===== src/rtl/board_update_pkg.sv =====
// Shared connect-four definitions: board geometry, FSM encoding and cell indexing.
// Used by the board update logic and by the win checker.
package board_update_pkg;

  localparam int COLS  = 7;
  localparam int ROWS  = 6;
  localparam int CELLS = COLS * ROWS;

  typedef logic [2:0] col_t;
  typedef logic [2:0] row_t;
  typedef logic [5:0] cell_t;
  typedef logic [5:0] count_t;

  localparam col_t   LAST_COL    = col_t'(COLS - 1);
  localparam row_t   FULL_HEIGHT = row_t'(ROWS);
  localparam count_t MAX_MOVES   = count_t'(CELLS);

  localparam logic [1:0] ST_IDLE  = 2'd0;
  localparam logic [1:0] ST_PLACE = 2'd1;
  localparam logic [1:0] ST_CHECK = 2'd2;
  localparam logic [1:0] ST_DONE  = 2'd3;

  // Flattened board bit index: 7*row + col.
  function automatic cell_t cell_index(input row_t row, input col_t col);
    return cell_t'(row) * cell_t'(COLS) + cell_t'(col);
  endfunction

endpackage


===== src/rtl/board_update_if.sv =====
// Move request, board state and win-checker handshake between the host/checker
// (master) and the board update block (slave).
interface board_update_if;
  import board_update_pkg::*;

  logic             new_game;
  logic             drop_valid;
  col_t             drop_col;
  logic             drop_ready;
  col_t             location;
  row_t             height;
  logic [CELLS-1:0] player_register;
  logic [CELLS-1:0] onoff_register;
  logic             player;
  logic             check_valid;
  logic             wongame;
  logic             illegal;
  logic             game_over;
  logic             winner;
  logic             draw;

  modport master (
    output new_game, drop_valid, drop_col, wongame,
    input  drop_ready, location, height, player_register, onoff_register,
           player, check_valid, illegal, game_over, winner, draw
  );

  modport slave (
    input  new_game, drop_valid, drop_col, wongame,
    output drop_ready, location, height, player_register, onoff_register,
           player, check_valid, illegal, game_over, winner, draw
  );

endinterface


===== src/rtl/board_update_column_counters.sv =====
// Per-column fill heights: increment on placement, synchronous clear, and a
// combinational read port with full flag for move legality.
module column_counters
  import board_update_pkg::*;
(
  input  logic clk,
  input  logic reset,
  input  logic clear,
  input  logic inc,
  input  col_t inc_col,
  input  col_t rd_col,
  output row_t rd_height,
  output logic rd_full
);

  row_t height_q [COLS];
  row_t height_d [COLS];

  always_comb begin
    // NOTE: every always_comb output gets a default first so no path leaves it unassigned (no latch).
    height_d = height_q;
    if (clear) begin
      for (int c = 0; c < COLS; c++) height_d[c] = '0;
    end else if (inc && (inc_col <= LAST_COL) && (height_q[inc_col] != FULL_HEIGHT)) begin
      height_d[inc_col] = height_q[inc_col] + row_t'(1);
    end
  end

  always_comb begin
    rd_height = '0;
    if (rd_col <= LAST_COL) rd_height = height_q[rd_col];
    rd_full = (rd_height == FULL_HEIGHT);
  end

  always_ff @(posedge clk or posedge reset) begin
    if (reset) begin
      // NOTE: this small register array is reset explicitly; a board must start empty.
      for (int c = 0; c < COLS; c++) height_q[c] <= '0;
    end else begin
      // NOTE: non-blocking assignments so every flop samples pre-edge values.
      height_q <= height_d;
    end
  end

endmodule


===== src/rtl/board_update.sv =====
// Connect-four board update: accepts column drops, places pieces, strobes the
// external win checker and tracks end-of-game status.
module board_update
  import board_update_pkg::*;
(
  input logic           clk,
  input logic           reset,
  board_update_if.slave bus
);

  logic [1:0]       state_q, state_d;
  col_t             location_q, location_d;
  row_t             height_q, height_d;
  logic [CELLS-1:0] player_reg_q, player_reg_d;
  logic [CELLS-1:0] onoff_reg_q, onoff_reg_d;
  logic             player_q, player_d;
  count_t           move_cnt_q, move_cnt_d;
  logic             illegal_q, illegal_d;
  logic             winner_q, winner_d;
  logic             draw_q, draw_d;

  logic  col_inc;
  row_t  col_height;
  logic  col_full;
  cell_t place_idx;

  column_counters u_cols (
    .clk       (clk),
    .reset     (reset),
    .clear     (bus.new_game),
    .inc       (col_inc),
    .inc_col   (location_q),
    .rd_col    (bus.drop_col),
    .rd_height (col_height),
    .rd_full   (col_full)
  );

  assign place_idx = cell_index(height_q, location_q);

  always_comb begin
    state_d      = state_q;
    location_d   = location_q;
    height_d     = height_q;
    player_reg_d = player_reg_q;
    onoff_reg_d  = onoff_reg_q;
    player_d     = player_q;
    move_cnt_d   = move_cnt_q;
    illegal_d    = 1'b0;
    winner_d     = winner_q;
    draw_d       = draw_q;
    col_inc      = 1'b0;

    if (bus.new_game) begin
      // A new game overrides any move in flight and lands exactly on the reset state.
      state_d      = ST_IDLE;
      location_d   = '0;
      height_d     = '0;
      player_reg_d = '0;
      onoff_reg_d  = '0;
      player_d     = 1'b0;
      move_cnt_d   = '0;
      winner_d     = 1'b0;
      draw_d       = 1'b0;
    end else begin
      case (state_q)
        ST_IDLE: begin
          if (bus.drop_valid) begin
            if ((bus.drop_col > LAST_COL) || col_full) begin
              illegal_d = 1'b1;
            end else begin
              location_d = bus.drop_col;
              height_d   = col_height;
              state_d    = ST_PLACE;
            end
          end
        end
        ST_PLACE: begin
          onoff_reg_d[place_idx]  = 1'b1;
          player_reg_d[place_idx] = player_q;
          col_inc                 = 1'b1;
          move_cnt_d              = move_cnt_q + count_t'(1);
          state_d                 = ST_CHECK;
        end
        ST_CHECK: begin
          if (bus.wongame) begin
            state_d  = ST_DONE;
            winner_d = player_q;
            draw_d   = 1'b0;
          end else if (move_cnt_q == MAX_MOVES) begin
            state_d  = ST_DONE;
            winner_d = 1'b0;
            draw_d   = 1'b1;
          end else begin
            player_d = ~player_q;
            state_d  = ST_IDLE;
          end
        end
        default: ; // ST_DONE holds until new_game or reset
      endcase
    end
  end

  always_ff @(posedge clk or posedge reset) begin
    if (reset) begin
      state_q      <= ST_IDLE;
      location_q   <= '0;
      height_q     <= '0;
      player_reg_q <= '0;
      onoff_reg_q  <= '0;
      player_q     <= 1'b0;
      move_cnt_q   <= '0;
      illegal_q    <= 1'b0;
      winner_q     <= 1'b0;
      draw_q       <= 1'b0;
    end else begin
      state_q      <= state_d;
      location_q   <= location_d;
      height_q     <= height_d;
      player_reg_q <= player_reg_d;
      onoff_reg_q  <= onoff_reg_d;
      player_q     <= player_d;
      move_cnt_q   <= move_cnt_d;
      illegal_q    <= illegal_d;
      winner_q     <= winner_d;
      draw_q       <= draw_d;
    end
  end

  assign bus.drop_ready      = (state_q == ST_IDLE);
  assign bus.check_valid     = (state_q == ST_CHECK);
  assign bus.game_over       = (state_q == ST_DONE);
  assign bus.location        = location_q;
  assign bus.height          = height_q;
  assign bus.player_register = player_reg_q;
  assign bus.onoff_register  = onoff_reg_q;
  assign bus.player          = player_q;
  assign bus.illegal         = illegal_q;
  assign bus.winner          = winner_q;
  assign bus.draw            = draw_q;

endmodule


===== src/flat_wrapper.sv =====
// flat-port wrapper written by rule: the top's interface ports become plain ports
module board_update_flat import board_update_pkg::*;
  (clk, reset, bus_new_game, bus_drop_valid, bus_drop_col, bus_wongame, bus_drop_ready, bus_location, bus_height, bus_player_register, bus_onoff_register, bus_player, bus_check_valid, bus_illegal, bus_game_over, bus_winner, bus_draw);
  board_update_if bus_i ();
  input logic clk;
  input logic reset;
  input wire logic [$bits(bus_i.new_game)-1:0] bus_new_game;
  input wire logic [$bits(bus_i.drop_valid)-1:0] bus_drop_valid;
  input wire logic [$bits(bus_i.drop_col)-1:0] bus_drop_col;
  input wire logic [$bits(bus_i.wongame)-1:0] bus_wongame;
  output wire logic [$bits(bus_i.drop_ready)-1:0] bus_drop_ready;
  output wire logic [$bits(bus_i.location)-1:0] bus_location;
  output wire logic [$bits(bus_i.height)-1:0] bus_height;
  output wire logic [$bits(bus_i.player_register)-1:0] bus_player_register;
  output wire logic [$bits(bus_i.onoff_register)-1:0] bus_onoff_register;
  output wire logic [$bits(bus_i.player)-1:0] bus_player;
  output wire logic [$bits(bus_i.check_valid)-1:0] bus_check_valid;
  output wire logic [$bits(bus_i.illegal)-1:0] bus_illegal;
  output wire logic [$bits(bus_i.game_over)-1:0] bus_game_over;
  output wire logic [$bits(bus_i.winner)-1:0] bus_winner;
  output wire logic [$bits(bus_i.draw)-1:0] bus_draw;
  assign bus_i.new_game = bus_new_game;
  assign bus_i.drop_valid = bus_drop_valid;
  assign bus_i.drop_col = bus_drop_col;
  assign bus_i.wongame = bus_wongame;
  assign bus_drop_ready = bus_i.drop_ready;
  assign bus_location = bus_i.location;
  assign bus_height = bus_i.height;
  assign bus_player_register = bus_i.player_register;
  assign bus_onoff_register = bus_i.onoff_register;
  assign bus_player = bus_i.player;
  assign bus_check_valid = bus_i.check_valid;
  assign bus_illegal = bus_i.illegal;
  assign bus_game_over = bus_i.game_over;
  assign bus_winner = bus_i.winner;
  assign bus_draw = bus_i.draw;
  board_update u_core (.clk(clk), .reset(reset), .bus(bus_i));
endmodule

===== config.mk =====
export PLATFORM = sky130hd
export DESIGN_NAME = board_update_flat
export DESIGN_NICKNAME = d
export VERILOG_FILES = /design/src/rtl/board_update_pkg.sv /design/src/rtl/board_update_if.sv /design/src/rtl/board_update_column_counters.sv /design/src/rtl/board_update.sv /design/src/flat_wrapper.sv
export SDC_FILE = /design/constraint.sdc
export NUM_CORES = 1
export LEC_CHECK = 0
export CAP_MARGIN = 30
export CORE_ASPECT_RATIO = 1.75
export CORE_MARGIN = 2
export CORE_UTILIZATION = 55
export CTS_CLUSTER_SIZE = 12
export DETAILED_ROUTE_END_ITERATION = 8
export PLACE_DENSITY = 0.86
export SLEW_MARGIN = 25
export SYNTH_ARGS = -nofsm -noshare
export SYNTH_HDL_FRONTEND = slang
export SYNTH_HIERARCHICAL = 1
export SYNTH_SLANG_ARGS = --single-unit

===== constraint.sdc =====
create_clock -name clk -period 6.7 [get_ports clk]
set_input_delay 0.67 -clock clk [delete_from_list [all_inputs] [get_ports clk]]
set_output_delay 0.67 -clock clk [all_outputs]
set_load 0.05 [all_outputs]

## Word-level counts from Yosys, hierarchy flattened

Index checks and enable logic that the tools add are counted.

- Bits in registers: 123
- Latch bits: 0
- Bits in writable memories: 0
- Memory bits (read-only): 0
- Input bits: 8
- Output and inout bits: 97
- Logic and storage cells: 114
- Memories kept: 0

- Add/sub/neg operators: 3
- $mul: 1
- Div/mod/pow operators: 0
- Order comparisons: 8
- Eq/ne operators: 11
- Shift operators: 0
- Mux-type cells: 53
- Bitwise gates (word level): 4
- Reduce and logical (&&, ||, !) cells: 17

Operators with widths:

| operator | count |
|---|---|
| $mux 42 | 4 |
| $bwmux 42 | 1 |
| $mux 21 | 2 |
| $mux 3 | 14 |
| $or 42x42->42 | 1 |
| $bwmux 21 | 1 |
| $mux 1 | 19 |
| $bmux 3 s3 | 2 |
| $mux 6 | 2 |
| $mux 2 | 5 |
| $reduce_bool 2->1 | 5 |
| $demux 3 s3 | 1 |
| $ne 3x3->1 const B | 3 |
| $reduce_and 3->1 | 3 |
| $ge 4x4->1 const B | 2 |
| $not 3->4 | 2 |
| $lt 6x7->1 const B | 1 |
| $add 6x1->6 const B | 1 |
| $add 6x3->6 | 1 |
| $demux 1 s6 | 1 |
| $eq 6x6->1 const B | 1 |
| $ge 6x1->1 const B | 1 |
| $le 3x3->1 const B | 2 |
| $mul 3x3->6 const B | 1 |
| 15 further kinds | 21 |

## Depth between registers and ports, before layout

- Word-level depth: 11
- Mapped depth: 12
- Gate-level depth less buffers: 10

## Modules after synthesis

The synthesis kept the hierarchy.

By module, submodules not included:

| module | times used | cells each | area an instance (µm²) | seq. area each (µm²) |
|---|---|---|---|---|
| board_update | 1 | 504 | 5074.9 | 2552.4 |
| column_counters | 1 | 144 | 1392.6 | 525.5 |

## Worst setup path before layout

OpenSTA, ideal clock, no wires.

- Path type: register -> register
- From: reg u_core.height_q[1] (netlist: u_core/bus.height[1])
- To: reg u_core.player_reg_q[10] (netlist: u_core/bus.player_register[10])
- Library setup time: 0.136 ns
- Arrival: 3.622 ns
- Data required time: 6.564 ns
- Slack: 2.941 ns
- Cell stages (with the launch flop): 10
- Path buffers: 1
- Period minus slack after synthesis: 3.759 ns
- Cell sequence: dfrtp_1 > fa_1 > fa_1 > fa_1 > buf_6 > or4b_1 > o32a_2 > a221oi_2 > nand2b_1 > a21oi_1

- Word-level cells in the longest chain between the ends: 9
- Elaborated cells between the ends (all ways): 10
- Classes of those cells: add/sub: 1; mul: 1; order compare: 2; mux: 5; reduce/logical: 1

RTL lines:

| item | line | RTL |
|---|---|---|
| from (decl) | board_update.sv:13 | `row_t height_q, height_d;` |
| from (signal assigned) | board_update.sv:118 | `height_q <= height_d;` |
| $mul 3x3->6 * | board_update_pkg.sv:25 | `return cell_t'(row) * cell_t'(COLS) + cell_t'(col);` |
| $add 6x3->6 * | board_update_pkg.sv:25 |  |
| $lt 6x7->1 (not written as such) or $ge 6x1->1 (tied branches) | board_update.sv:79 | `player_reg_d[place_idx] = player_q;` |
| $logic_and 1x1->1 (not written as such) | board_update.sv:79 |  |
| $mux 1 (not written as such) | board_update.sv:79 |  |
| $demux 1 s6 * | -- |  |
| $bwmux 42 * | board_update.sv:79 |  |
| $mux 42 * | board_update.sv:65 | `case (state_q)` |
| $mux 42 * | board_update.sv:53 | `if (bus.new_game) begin` |
| to (signal assigned) | board_update.sv:119 | `player_reg_q <= player_reg_d;` |
| to (decl) | board_update.sv:14 | `logic [CELLS-1:0] player_reg_q, player_reg_d;` |

Mark *: on every way between the ends. The rest lies on a longest branch, timed or not. The select of a mux whose other input is x is not followed.
A chain may end at the register's enable or synchronous reset.

## Worst setup path in the final report

- From: reg u_core.height_q[0] (netlist: u_core/bus.height[0])
- To: reg u_core.player_reg_q[28] (netlist: u_core/bus.player_register[28])

Same word-level chain as after synthesis.

==> flow_summary.ini <==
[run]
cap_viol_max_count = 0

[timing]
max_freq_ghz = 0.255
finalSetupTns_ns = 0
rsz0062_at_grt = false
slew_violations = 0
period_share_pct = 58.6
hold_viol_final = 0
setup_viol = 0
skew_ns = 0.00622
relSlewSlack_pct = 38.6
fin_crit_ns = 3.93
worstMarginPinSlew_ns = 0.913

[layout]
diodes = 0
syn_to_final_growth_pct = 24.7
layout_common_cells = 123 x dfrtp_1, 103 x clkdlybuf4s50_1, 60 x a21oi_1, 51 x nand2_1, 46 x nand2b_1
fin_util_pct = 70.0
final_common_cell = dfrtp_1
nets = 765
fillers = 848
drive_above_1_share_pct = 8.70
design_area_um2 = 8070
fin_cells = 882

[drt]
wire_per_inst_um = 19.5
dr.first_iter.drc_count = 598
detail-route-antenna-nets = 0
via_per_inst = 6.08
route.detailed.drc = 0
vias = 5366
firstDrtPassIters = 5
drt-total-wl_mm = 17.2

[outcome]
run_status = complete, no violations

[logic_synthesis]
ys_seq_area_share_pct = 47.6
synth_nets = 678
yosys.area.top_type_share_pct = 47.6
netlist_area_um2 = 6470
synth_cells = 648
synth-seq-cells = 123
yosys-top-cells-area = dfrtp_1 48%, mux2i_1 6.5%, a21oi_1 4.6%
async_flop_share_pct = 100
synth_edf_count = 0
yosysWarnings = 6
synth_area_leader_cell = dfrtp_1
syn_avg_cell_area_um2 = 9.98
synth_flop_cell = dfrtp_1
synth_cell_type_count = 68

[pwr]
power.leakage_nw = 3.55
peakVddDrop_mv = 0.258
power.density_nw_per_um2 = 265

[floorplan]
start_util_pct = 56.2
die_h_um = 147
dieArea_um2 = 12700
die_w_um = 86.0
ioPinCount = 105
core-area_um2 = 11500
std_cell_rows = 52

[cts]
cts_tree = yes
clk-insertion-delay-late_ns = 0.42
post-cts-setup-buffers = 0
clk_pin_slew_worst_paths_ns = 0.05
cts-root-buf = clkbuf_16
holdBufCountCts = 0
cts_sinks = 123
cts_made_buffers = 17
cts_buffer_depth = 2
h-tree-depth = 4
ctsResizeCount = 0

[worst_setup_path]
crit_path_end_kind = flip-flop
reg2reg_depth = 8
cp_max_fo = 15
worstPathRequired_ns = 6.98
startpoint_type = flip-flop
critPathArrivalTime_ns = 4.20
path_class = flip-flop to flip-flop

[place]
dp_hpwl_mm = 11.6
place_area_um2 = 7510
numPortBuffers = 104
gp_congestion = 0.873
place_inst = 851

[global_routing]
grt_use_met1_pct = 32.2
met2_usage_pct = 48.1
grt_first_pass_wirelength_mm = 27.2
grt_max_degree = 73
antenna_found_initial = 0
use_met3_pct = 5.70
top_usage_layer = met2
grt_use_total_pct = 27.7
grt_overflow = 0
grt_pass1_vias = 5337

[min_path]
min_path_type = flip-flop to flip-flop
whs_path_depth = 2
-- sequential cells by signal, summed over array words and instances (netlist names) --
name and flops:
u_core/bus.height 3, u_core/bus.onoff_register 42, u_core/u_cols/height_q 21, u_core/bus.location 3, u_core/bus.winner 1, u_core/bus.draw 1
u_core/bus.player_register 42, u_core/bus.player 1, u_core/move_cnt_q 6, u_core/bus.illegal 1, u_core/state_q 2
-- cell type report --
type | count | area (um2) | area share [%]
flip-flops and latches | 123 | 3080 | 38.2
multi-input cells | 445 | 3050 | 37.9
repair buffers | 108 | 1070 | 13.2
clock buffers | 19 | 443 | 5.49
well taps | 135 | 169 | 2.09
inverters | 40 | 153 | 1.89
clock inverters | 12 | 101 | 1.26
-- synthesized netlist by cell type (2+ instances only) --
library cell and count:
nor3b_1 2, mux4_2 3, buf_4 3, or2_2 6, nand3_1 13, nand3b_1 3
o21bai_1 2, a31oi_1 6, and3b_1 3, o21ai_0 27, a21oi_1 60, inv_1 39
buf_1 2, clkbuf_1 25, fa_1 4, and3_1 3, nor4_1 4, buf_2 7
o32ai_1 7, nor2b_1 15, o211ai_1 2, xnor2_1 2, nand2b_1 46, and2_1 2
mux2i_1 42, nor3_1 4, buf_6 3, a221oi_2 4, a21o_1 2, nand2_1 51
mux2_2 3, dfrtp_1 123, a211oi_1 17, nor2_1 43, ha_1 18, or2_0 2
nand4_1 14, xor2_1 6
-- where the power goes --
group	switching (W)	internal (W)	total, W
Combinational	0.000322	0.000151	0.000473
Sequential	0.0000521	0.000775	0.000827
Clock	0.000325	0.000512	0.000837
-- final timing paths --
| check | from | to | slack (ns) |
|---|---|---|---|
| min in group asynchronous | reset | u_core/bus.illegal | 0.65 |
| worst max-delay path | u_core/bus.height[0] | u_core/bus.player_register[28] | 2.77 |
| worst max register to register | u_core/bus.height[0] | u_core/bus.player_register[28] | 2.77 |
| max in group asynchronous | reset | u_core/bus.player_register[0] | 4.87 |
| worst min register to register | u_core/bus.onoff_register[11] | u_core/bus.onoff_register[11] | 0.50 |
| worst min-delay path | u_core/bus.onoff_register[11] | u_core/bus.onoff_register[11] | 0.50 |
-- stage by stage --
step                      worst slack [ns]  hold slack, ns  total power [W]
after floorplan                       2.94           0.506          0.00118
after global routing                  2.57           0.539          0.00222
final                                 2.77           0.498          0.00214
after global placement                2.96           0.480          0.00128
after detailed placement              2.80           0.485          0.00130
after CTS                             2.78           0.498          0.00214
-- per-layer routing --
layer	up-vias	share of wire [%]
li1	2435	-
met1	2633	37
met2	242	54
met3	56	4.8
met4	0	4.6
met5	-	0
-- kinds of logic (layout without fill, tap and decap cells) --
logic type	after synthesis	count (layout)	synth area share, %
and+or+nand+nor	220	220	17.8
AOI/OAI and AO/OA	145	145	14.8
DFF	123	123	47.6
buffers and inverters	80	179	5.30
muxes	50	50	8.69
adders and majority gates	22	22	4.72
xor gates and xnor gates	8	8	1.08
-- critical path, stage by stage (launching register included) --
cell and delay (ns):
dfrtp_1 0.46, fa_1 0.60, fa_1 0.48, fa_1 0.61
a21o_1 0.26, a211oi_2 0.38, o2111ai_2 0.31, or4_1 0.54
mux2i_1 0.15
(Power assumes the default switching activity.)
==> edit 1 (same flow settings) <==
Set the package constant `ROWS` to 5 (it was 6).
--- a/src/rtl/board_update_pkg.sv
+++ b/src/rtl/board_update_pkg.sv
@@ -4,5 +4,5 @@
 
   localparam int COLS  = 7;
-  localparam int ROWS  = 6;
+  localparam int ROWS  = 5;
   localparam int CELLS = COLS * ROWS;
 
Interface: changed (resized bus_onoff_register and bus_player_register); port bits go from 105 to 91. The function was not compared with the original's and may differ.
==> edit 1 against the original RTL <==
  * Via count shrank 16%
  * Sequential cell count fell by 14
  * Routed wire length fell by 16%
  * Cell area down 12%
  * Worst hold slack gained 0.017 ns
  * Total power shrank 19%
  * Critical path depth unchanged
  * Combinational power decreased by 3%
  * Synthesized area fell by 11%
  * Setup slack improved by 0.30 ns
  * Largest power group is now sequential cells
  * Highest routed layer unchanged
==> edit 1: results (changes against the original RTL) <==
Clocking
  • Later-pin clock latency in the skew report: 0.35 ns (-0.07 ns)
  • Clk pin slew, worst setup/hold paths: 0.08 ns (+0.03 ns)
  • Root Buffer: clkbuf_16
  • Post-CTS Resized: 0 (unchanged)
  • CTS Buffer Depth: 2 (unchanged)
  • Postcts setup bufs: 0 (unchanged)
  • Total CTS buffers: 9 (-8)
  • H-tree depth: 3 (-1)

Critical path
  • RR Startpoint: u_core/bus.height[1]
  • Arr. time, crit path: 3.84 ns (-0.36 ns)
  • Crit Path Max Fanout: 7 (-8)
  • Flop-to-flop setup slack: 3.08 ns (+0.30 ns)
  • Critical path launch point: u_core/bus.height[1]

Logic synthesis
  • Commonest cells post-synth: 109 x dfrtp_1, 49 x mux2i_1, 44 x nand2b_1
  • Mapped Nets: 582 (-14%)
  • Async set-or-reset flop fraction in the synthesized netlist: 1.000 (unchanged)
  • Yosys cell types: 59 (-13%)
  • Syn. warnings: 6 (unchanged)
  • Synth area leaders: dfrtp_1 47%, mux2i_1 8.5%, nand2b_1 4.8%
  • Top FF cell, synth: dfrtp_1
  • Register area share after synthesis: 0.4728 (-0.003132)

GRT
  • Total global-route track usage: 0.2695 (-0.007919)
  • Initial antenna violation count: 0 (unchanged)
  • First-pass GRT wire length: 23310 microns (-14%)
  • Vias in the first global route: 4545 (-15%)
  • Largest net degree at the start of global routing: 71 (-2.7%)

Timing
  • Worst slew pin tran: 0.9334 ns (+0.02052 ns)
  • Skew final: 0.009088 ns (+0.002864 ns)
  • Fin. Hold Viols: 0 (unchanged)
  • WHS: 0.5152 ns (+0.01745 ns)
  • Period utilisation layout: 0.5408 (-0.04538)

Drt
  • Drt first-iter violations: 368 (-38%)
  • Vias per cell: 5.919 (-2.7%)
  • DR pass1 iterations: 5 (unchanged)
  • Final WL: 14480 microns (-16%)

Placement
  • IO buf count: 90 (-13%)
  • DP Worst Slack: 2.875 ns (+0.07312 ns)
  • HPWL after DPL: 10460 microns (-9.9%)
  • RePlAce Congestion: 0.9686 (+11%)

Layout
  • # nets final: 659 (-14%)
  • Layout cells sized above 1: 0.09134 (+0.004324)
  • Ant diodes: 0 (unchanged)

Power and ir drop
  • Peak VDD IR: 153.0 uV (-41%)
  • Internal: 0.001135 W (-21%)
  • P_leak: 3.155 nW (-11%)

Worst hold path
  • Min-delay src: u_core/bus.onoff_register[5]
  • Hold Crit Class: flop to flop

Outcome
  • Outcome: finished, final reports clean
==> edit 1: changes by cell type after synthesis, moves of 8 or more <==
cell	change
nor2b_1	-8
a21oi_1	-17
nand2_1	-21
dfrtp_1	-14
nand4_1	-9
nand3_1	+16
o21ai_0	-12
==> edit 1: cells by family (layout without fill, tap and decap cells) <==
kind of cell | count (synthesis) | count (layout) | synth area share
compound gates | 99 | 99 | 0.1188
mux | 59 | 59 | 0.1132
fa+ha+maj | 21 | 21 | 0.05075
simple gates | 185 | 185 | 0.1752
flops | 109 | 109 | 0.4728
buf+inv | 69 | 151 | 0.05118
xor+xnor | 11 | 11 | 0.01800
==> edit 1: final timing paths <==
| path | endpoint | cells after the start |
|---|---|---|
| setup / recovery | u_core/bus.player_register[4] | 8 |
| hold / removal | u_core/bus.onoff_register[5] | 2 |
| setup reg to reg | u_core/bus.player_register[4] | 8 |
| hold reg to reg | u_core/bus.onoff_register[5] | 2 |
| max in group asynchronous | u_core/bus.player_register[33] | 5 |
| min in group asynchronous | u_core/u_cols/height_q[16] | 2 |
==> edit 1: layout make-up <==
| type | count | area, sq um |
|---|---|---|
| Clock buffer | 9 | 225.2 |
| Fill cell | 747 | 3162 |
| Sequential cell | 109 | 2728 |
| Multi-Input combinational cell | 375 | 2758 |
| Tap cell | 127 | 158.9 |
| Inverter | 38 | 143.9 |
| Timing Repair Buffer | 97 | 980.9 |
| Clock inverter | 7 | 82.58 |
==> edit 1: metal layers <==
metal | global-route usage | vias up | wire [microns] | part of all wire
met5 | 0 | - | 0 | 0
met4 | 0.1641 | 0 | 901 | 0.062
met3 | 0.05512 | 51 | 623 | 0.043
met2 | 0.4599 | 164 | 7831 | 0.54
met1 | 0.2974 | 2237 | 5123 | 0.35
li1 | - | 2058 | - | -
==> edit 1: per-stage QoR <==
step                power [W]  instance area (sq um)  std cells  utilization
global placement     0.001178                   6703        743       0.6547
floorplan            0.001068                   5769        553            -
detailed placement   0.001196                   6743        745       0.6586
global route         0.001815                   7077        762       0.6912
finish               0.001738                   7077        762       0.6912
CTS                  0.001743                   7051        761       0.6886
==> edit 1: critical path, cell delays in order, from the launching register on <==
cell and delay [ns]:
dfrtp_1 0.48, fa_1 0.51, fa_1 0.52, fa_1 0.54, o21ai_2 0.29, a21oi_1 0.12, nor4_2 0.60, nand3_1 0.23
mux2i_1 0.19
==> edit 1: power groups by stage <==
stage	clock network (W)	logic (W)	registers, W
2_1_floorplan	0	0.000297	0.000771
3_5_place_dp	0	0.000448	0.000748
5_1_grt	0.000584	0.000489	0.000742
3_3_place_gp	0	0.000432	0.000746
6_report	0.000546	0.000457	0.000736
4_1_cts	0.000555	0.000452	0.000736
==> edit 2 (config.mk and constraints unchanged) <==
Made on the original files. Make the reset (`reset`) synchronous in 2 clocked blocks.
--- a/src/rtl/board_update_column_counters.sv
+++ b/src/rtl/board_update_column_counters.sv
@@ -33,5 +33,5 @@
   end
 
-  always_ff @(posedge clk or posedge reset) begin
+  always_ff @(posedge clk) begin
     if (reset) begin
       // NOTE: this small register array is reset explicitly; a board must start empty.
--- a/src/rtl/board_update.sv
+++ b/src/rtl/board_update.sv
@@ -101,5 +101,5 @@
   end
 
-  always_ff @(posedge clk or posedge reset) begin
+  always_ff @(posedge clk) begin
     if (reset) begin
       state_q      <= ST_IDLE;
Check against the original RTL: differs if reset is asserted again (counterexample within 4 cycles, from zero or initial values and one cycle with reset high); with reset held inactive, the same outputs for 4 cycles.
==> edit 2 against the original RTL <==
  * Synthesized cell count down 11%
  * Core utilization up 2.5 points
  * Largest cell class is now multi-input combinational cells
  * Cell area down 9.0%
  * Setup slack better by 0.20 ns
  * Routed wire length down 13%
  * Final cell count down 8.2%
  * Sequential cell count unchanged
  * Count of clock-buffer cells in the layout up 2
  * Global-route usage down 0.70 points
  * Fmax up 5.2%
  * Synthesized area down 13%
Power is not compared: it rests on default switching activity, and its combinational part moved more than twofold at a synthesized area within 25%.
==> edit 2: results (changes against the original RTL) <==
Logic synthesis
  • Yosys cell types: 59 (-13%)
  • Async set-or-reset flop fraction in the synthesized netlist: 0 (-1.000)
  • Synth area leaders: dfxtp_1 44%, mux2i_1 13%, nand2_1 4.7%
  • Register area share after synthesis: 0.4358 (-0.04013)
  • Mapped Cells: 576 (-11%)
  • Compound-Gate Fraction of Synth Area: 0.1092 (-0.03922)
  • Mux cell area share after synthesis: 0.1559 (+0.06903)
  • Adder-Cell Fraction of Synth Area: 0.05403 (+0.006826)
  • Mapped Nets: 606 (-11%)
  • XOR/XNOR Fraction of Synth Area: 0.01550 (+0.004667)

GRT
  • Total global-route track usage: 0.2704 (-0.007009)
  • First-pass GRT wire length: 23260 microns (-15%)
  • Largest net degree at the start of global routing: 74 (+1.4%)

Outcome
  • Outcome: finished, final reports clean

Placement
  • HPWL after DPL: 10750 microns (-7.4%)
  • Placed inst area: 6740 sq um (-10%)
  • RePlAce Congestion: 0.9197 (+5.4%)

Layout
  • FILL cells: 687 (-19%)
  • # nets final: 700 (-8.5%)

Critical path
  • FF-to-FF path depth: 9 (+1)
  • RR Startpoint: u_core/bus.height[1]
  • Crit Path Max Fanout: 20 (+5)
  • Flop-to-flop setup slack: 2.97 ns (+0.20 ns)
  • Arr. time, crit path: 4.06 ns (-0.14 ns)
  • R2R Path End: u_core/bus.player_register[23]

Timing
  • Worst slew pin tran: 0.8122 ns (-0.1006 ns)
  • Skew final: 0.01093 ns (+0.004704 ns)

Power and ir drop
  • Peak VDD IR: 194.7 uV

Drt
  • Vias per cell: 5.835 (-4.1%)
  • Wire length per cell: 18.42 microns (-5.5%)
  • DR vias: 4726 (-12%)
  • Drt first-iter violations: 268 (-55%)

Worst hold path
  • Hold Path Cell Cnt: 2 (unchanged)
  • WHS Endpoint: u_core/bus.onoff_register[28]
  • Min-delay src: u_core/bus.onoff_register[28]
==> edit 2: worst max path at each step <==
stage	start	endpoint	slack, ns	depth (start not counted)
6_report	u_core/bus.height[1]	u_core/bus.player_register[23]	2.97	9
3_5_place_dp	u_core/bus.height[1]	u_core/bus.onoff_register[41]	3.08	7
5_1_grt	u_core/bus.height[1]	u_core/bus.player_register[23]	2.78	9
2_1_floorplan	u_core/bus.height[1]	u_core/bus.player_register[17]	3.02	9
3_3_place_gp	u_core/bus.height[1]	u_core/bus.onoff_register[41]	3.19	7
4_1_cts	u_core/bus.height[1]	u_core/bus.onoff_register[41]	3.02	7
==> edit 2: worst max-delay path, cell delays in order, from the launching register on <==
cell	delay, ns
dfxtp_1	0.50
fa_1	0.49
fa_1	0.53
fa_1	0.61
and3_4	0.23
nor3_2	0.18
nor2_1	0.06
buf_4	0.22
nor4_1	0.56
mux2i_1	0.27
==> edit 2: cell families after synthesis <==
logic type               after synthesis
adder cells (fa/ha/maj)               22
AND/OR/NAND/NOR                      197
AO/OA/AOI/OAI                         86
XOR/XNOR                              10
flip-flops                           123
buffers and inverters                 56
multiplexers                          82
==> edit 2: metal layers <==
layer,up-vias,share of wire,track usage,wire (microns)
met3,59,0.052,0.06658,781
met5,-,0,0,0
met4,0,0.050,0.1615,746
met1,2252,0.35,0.2715,5237
met2,212,0.55,0.4846,8151
li1,2203,-,-,-
==> edit 2: through the flow <==
step           power (W)  hold slack, ns  setup slack, ns
6_report        0.001682          0.4504            2.968
5_1_grt         0.001719          0.4721            2.779
4_1_cts         0.001684          0.4551            3.022
3_5_place_dp   0.0008101          0.4405            3.076
3_3_place_gp   0.0008087          0.4373            3.193
2_1_floorplan  0.0007937          0.4439            3.021
==> edit 2: power by group through the flow <==
| stage | logic, W | clock network [W] | registers (W) |
|---|---|---|---|
| 2_1_floorplan | 0.0000397 | 0 | 0.000754 |
| 3_3_place_gp | 0.0000552 | 0 | 0.000753 |
| 3_5_place_dp | 0.0000565 | 0 | 0.000754 |
| 4_1_cts | 0.0000569 | 0.000889 | 0.000738 |
| 5_1_grt | 0.0000615 | 0.000920 | 0.000738 |
| 6_report | 0.0000574 | 0.000886 | 0.000738 |
==> edit 2: final cells by class <==
cell class	instances	area [sq um]	area share
flip-flops and latches	123	2462	0.3355
multi-input cells	397	2977	0.4056
inverters	22	82.58	0.01125
well taps	127	158.9	0.02165
repair buffers	109	1079	0.1469
clock inverters	11	120.1	0.01637
clock buffers	21	460.4	0.06273
